## config.mk

```make
export PLATFORM = sky130hd
export DESIGN_NAME = sram_bus_arbiter
export DESIGN_NICKNAME = d
export VERILOG_FILES = /design/src/rtl/sram_bus_arbiter.sv
export SDC_FILE = /design/constraint.sdc
export NUM_CORES = 1
export LEC_CHECK = 0
export ABC_AREA = 1
export CAP_MARGIN = 20
export CELL_PAD_IN_SITES_DETAIL_PLACEMENT = 0
export CELL_PAD_IN_SITES_GLOBAL_PLACEMENT = 2
export CORE_UTILIZATION = 10
export CTS_CLUSTER_DIAMETER = 150
export DETAILED_ROUTE_END_ITERATION = 10
export GPL_TIMING_DRIVEN = 0
export PLACE_DENSITY_LB_ADDON = 0.1
export SYNTH_ARGS = -nofsm -noshare
export SYNTH_HDL_FRONTEND = slang
export SYNTH_SLANG_ARGS = --single-unit
```

## constraint.sdc

```tcl
create_clock -name clk -period 2.3 [get_ports clk]
set_input_delay 0.23 -clock clk [delete_from_list [all_inputs] [get_ports clk]]
set_output_delay 0.23 -clock clk [all_outputs]
set_load 0.02 [all_outputs]
```

## src/rtl/sram_bus_arbiter.sv

```systemverilog
// sram_bus_arbiter: shares one SRAM-like port between the instruction-fetch and data masters.
//   clk, reset (async, active-high)
//   inst_* / data_* : master request side (req/wr/size/addr/wstrb/wdata in; addr_ok/data_ok/rdata out)
//   bus_*           : shared bus request out, bus_addr_ok/bus_data_ok/bus_rdata in
//   Define ARB_ROUND_ROBIN_EN to alternate grants on conflict; otherwise data beats inst.
module sram_bus_arbiter #(
  parameter int MAX_OUTSTANDING = 4
) (
  input  logic        clk,
  input  logic        reset,
  input  logic        inst_req,
  input  logic        inst_wr,
  input  logic [1:0]  inst_size,
  input  logic [31:0] inst_addr,
  input  logic [3:0]  inst_wstrb,
  input  logic [31:0] inst_wdata,
  output logic        inst_addr_ok,
  output logic        inst_data_ok,
  output logic [31:0] inst_rdata,
  input  logic        data_req,
  input  logic        data_wr,
  input  logic [1:0]  data_size,
  input  logic [31:0] data_addr,
  input  logic [3:0]  data_wstrb,
  input  logic [31:0] data_wdata,
  output logic        data_addr_ok,
  output logic        data_data_ok,
  output logic [31:0] data_rdata,
  output logic        bus_req,
  output logic        bus_wr,
  output logic [1:0]  bus_size,
  output logic [31:0] bus_addr,
  output logic [3:0]  bus_wstrb,
  output logic [31:0] bus_wdata,
  input  logic        bus_addr_ok,
  input  logic        bus_data_ok,
  input  logic [31:0] bus_rdata
);
  localparam int PW = $clog2(MAX_OUTSTANDING);
  logic [PW:0]                count_q, count_d;
  logic [PW-1:0]              wr_ptr_q, rd_ptr_q;
  logic [MAX_OUTSTANDING-1:0] order_q;
  logic                       lock_valid_q, lock_sel_q;
  logic                       pick, sel, full, hs, pop, head;
`ifdef ARB_ROUND_ROBIN_EN
  logic rr_last_q;
  assign pick = (inst_req && data_req) ? ~rr_last_q : data_req;
`else
  assign pick = data_req;
`endif
  // sel: 0 = inst, 1 = data; a stalled request pins the mux until the bus takes it
  assign sel          = lock_valid_q ? lock_sel_q : pick;
  assign full         = count_q == (PW+1)'(MAX_OUTSTANDING);
  assign bus_req      = ~reset & ~full & (sel ? data_req : inst_req);
  assign hs           = bus_req & bus_addr_ok;
  // a response with nothing outstanding is dropped rather than misrouted
  assign pop          = ~reset & bus_data_ok & (count_q != '0);
  assign head         = order_q[rd_ptr_q];
  assign count_d      = count_q + (PW+1)'(hs) - (PW+1)'(pop);
  assign bus_wr       = sel ? data_wr    : inst_wr;
  assign bus_size     = sel ? data_size  : inst_size;
  assign bus_addr     = sel ? data_addr  : inst_addr;
  assign bus_wstrb    = sel ? data_wstrb : inst_wstrb;
  assign bus_wdata    = sel ? data_wdata : inst_wdata;
  assign inst_addr_ok = hs & ~sel;
  assign data_addr_ok = hs & sel;
  assign inst_data_ok = pop & ~head;
  assign data_data_ok = pop & head;
  assign inst_rdata   = bus_rdata;
  assign data_rdata   = bus_rdata;
  always_ff @(posedge clk or posedge reset) begin
    if (reset) begin
      count_q      <= '0;
      wr_ptr_q     <= '0;
      rd_ptr_q     <= '0;
      order_q      <= '0;
      lock_valid_q <= 1'b0;
      lock_sel_q   <= 1'b0;
`ifdef ARB_ROUND_ROBIN_EN
      rr_last_q    <= 1'b0;
`endif
    end else begin
      count_q <= count_d;
      if (hs) begin
        order_q[wr_ptr_q] <= sel;
        wr_ptr_q          <= wr_ptr_q + PW'(1);
`ifdef ARB_ROUND_ROBIN_EN
        rr_last_q         <= sel;
`endif
      end
      if (pop) rd_ptr_q <= rd_ptr_q + PW'(1);
      if (bus_req && !bus_addr_ok) begin
        lock_valid_q <= 1'b1;
        lock_sel_q   <= sel;
      end else if (hs) begin
        lock_valid_q <= 1'b0;
      end
    end
  end
endmodule

```

==> results.py <==
metrics = {
    "final_layout": {
        "final_nets": 873,
        "layout.cells.non_filler": 960,
        "fin_util_pct": 26.4,
        "final_common_cell": "nand2_1",
        "antenna_cells": 0,
        "nFillCells": 2344,
        "syn2layout_area_growth_pct": 157,
        "drive_gt1_share_pct": 14.6,
        "mostFrequentLayoutCells": "242 x nand2_1, 222 x clkdlybuf4s50_1, 74 x buf_4",
        "final_area_um2": 5590,
    },
    "drt": {
        "viasPerCell": 3.45,
        "drt_iter0_drc": 99,
        "vias": 3313,
        "wl_per_cell_um": 12.8,
        "drt-total-wl_um": 12300,
        "postRouteAntennaNets": 0,
        "drc": 0,
        "firstDrtPassIters": 6,
    },
    "worst_setup_path": {
        "end_kind": "flop",
        "start_kind": "primary input",
        "crit_path_start": "data_req",
        "critPathCapture": "count_q[2]",
        "critPathSlowestCell": "clkdlybuf4s50_1",
        "rr_endpoint": "count_q[2]",
        "max_stage_delay_ns": 0.48,
        "crit_path_max_fanout": 5,
        "worstPathArrival_ns": 2.32,
        "crit_chain": "clkdlybuf4s50_1 -> inv_1 -> nand3_2 -> nand3_4 -> nor2_8 -> nand2_4 -> ha_1 -> inv_1 -> ha_1 -> fa_2 -> xnor2_2 -> xor2_1",
        "r2r_slack_ns": 0.12,
        "rr_worst_depth": 12,
        "criticalPathCategory": "in -> reg",
        "timing.rr.start": "lock_valid_q",
        "required_ns": 2.42,
    },
    "clock_network": {
        "numCtsBuffers": 3,
        "cts_max_level": 1,
        "insertion_delay_ns": 0.24,
        "cts_max_path_buffers": 2,
        "root_buffer": "clkbuf_16",
        "ctsHoldBuffers": 0,
        "cts_sinks": 13,
        "clkSlewWorstSetupHoldPaths_ns": 0.04,
        "cts_tree": "yes",
    },
    "floorplanning": {
        "row_count": 53,
        "design.die.area_um2": 22300,
        "core_area_um2": 21200,
        "die_w_um": 149,
        "io_pins": 320,
        "initial_core_util_pct": 10.3,
        "die_h_um": 149,
    },
    "sta": {
        "period_share_pct": 95.8,
        "layout_min_cycle_time_ns": 2.20,
        "tightest_slew_ns": 0.316,
        "fin_tns_setup_ns": 0,
        "maxSlewHeadroom_pct": 78.8,
        "fmax_mhz": 454,
        "hold_viol_final": 0,
        "setup_violations": 0,
        "finClkSkew_ns": 0.00200,
        "maxSlewViolCount": 0,
        "rsz0062_at_grt": "yes",
    },
    "power_and_ir_drop": {
        "leakage_nw": 3.06,
        "power.density_nw_per_um2": 855,
        "peakVddDrop_uv": 258,
        "fin_total_pwr_mw": 4.78,
    },
    "flow_run": {
        "drv_cap": 0,
    },
    "global_routing": {
        "antenna_found_initial": 0,
        "grt_pass1_vias": 3222,
        "grt_pass1_wl_um": 17500,
        "grt_max_degree": 11,
        "grt_remaining_overflow": 0,
        "grt_usage_pct": 10.2,
    },
    "placed_design": {
        "placed_area_um2": 5380,
        "routabilityCongestion": 0.745,
        "placed_cells": 952,
        "io_buffer_count": 286,
        "hpwl_um": 10600,
    },
    "synthesis": {
        "synth-seq-cells": 13,
        "synth_top_area_share_pct": 42.2,
        "yosysWarnings": 0,
        "seq_area_frac_synth_pct": 15.0,
        "syn_avg_cell_area_um2": 5.56,
        "synthCells": 391,
        "synth.distinct_cells": 22,
        "synth_nets": 578,
        "netlist_area_um2": 2170,
        "synth_top_area_cell": "nand2_1",
        "synth_top_cells_by_area": "nand2_1 42%, buf_4 23%, dfrtp_1 15%",
    },
    "worst_hold_path": {
        "hold_class": "in -> reg",
    },
    "outcome": {
        "status": "finished clean",
    },
}
-- Yosys cell counts, drive strengths merged --
master	instances
o21ai	1
buf	80
xnor2	1
a21oi	2
fa	1
nand2	246
xor2	2
ha	6
inv	15
nor3	1
nand4	8
dfrtp	13
nand3	5
nor2	10
-- state kept, by name, indices dropped and copies added (netlist names) --
register and flops:
order_q 4, wr_ptr_q 2, lock_sel_q 1, rd_ptr_q 2, count_q 3, lock_valid_q 1
-- cell families (layout without fill, tap and decap cells) --
group,Yosys count,after routing,share of synthesized area (%)
flip-flops,13,13,15.0
adder cells (fa/ha/maj),7,7,4.38
AO/OA/AOI/OAI,3,3,0.691
XOR/XNOR,3,3,1.21
AND/OR/NAND/NOR,270,270,49.7
buffers and inverters,95,389,29.0
-- metrics by stage --
stage          hold WS, ns  setup slack, ns
3_5_place_dp         0.474           -0.516
2_1_floorplan       0.0551            0.107
3_3_place_gp         0.472           -0.473
6_report             0.359           0.0971
5_1_grt              0.384          -0.0481
4_1_cts              0.354         -0.00616
-- worst max-delay path, delay by kind of cell --
family	cells	cell delay, ns
adders and majority gates	3	0.81
buffers and inverters	3	0.58
and+or+nand+nor	4	0.42
xor gates and xnor gates	2	0.28
-- cell type report --
type / instances / area (µm²) / share of cell area, %
well taps: 275 / 344 / 6.15
inverters: 15 / 60.1 / 1.07
clock buffers: 4 / 78.8 / 1.41
repair buffers: 290 / 2930 / 52.4
multi-input cells: 283 / 1260 / 22.5
plain buffers: 80 / 596 / 10.6
flip-flops and latches: 13 / 325 / 5.82
-- worst min path at each step --
stage                      startpoint          to  slack [ns]  depth (start not counted)
after CTS                 bus_addr_ok  order_q[3]        0.35                          3
after global routing      bus_addr_ok  order_q[3]        0.38                          3
after floorplan                 reset  count_q[0]        0.06                          1
after detailed placement   order_q[0]  order_q[0]        0.47                          2
after global placement     count_q[1]  count_q[2]        0.47                          1
final                     bus_addr_ok  order_q[3]        0.36                          3
-- layer usage --
metal	part of all wire (%)	GRT usage [%]
met5	0	0
met1	36	10.6
met2	54	20.5
met4	0.26	1.07
met3	9.9	2.69
-- power breakdown --
part	internal (mW)	switching, mW	total (mW)
clock network	0.233	0.0924	0.326
registers	0.341	0.104	0.446
logic	1.71	2.30	4.01
total	2.29	2.50	4.78
-- repair_timing --
action	CTS	global route
pin swaps	2	0
cloned	0	0
resized for setup	38	44
endpoints found under the setup margin	73	39
buffers inserted	4	0
No activity file was read; power rests on OpenSTA's default activity.
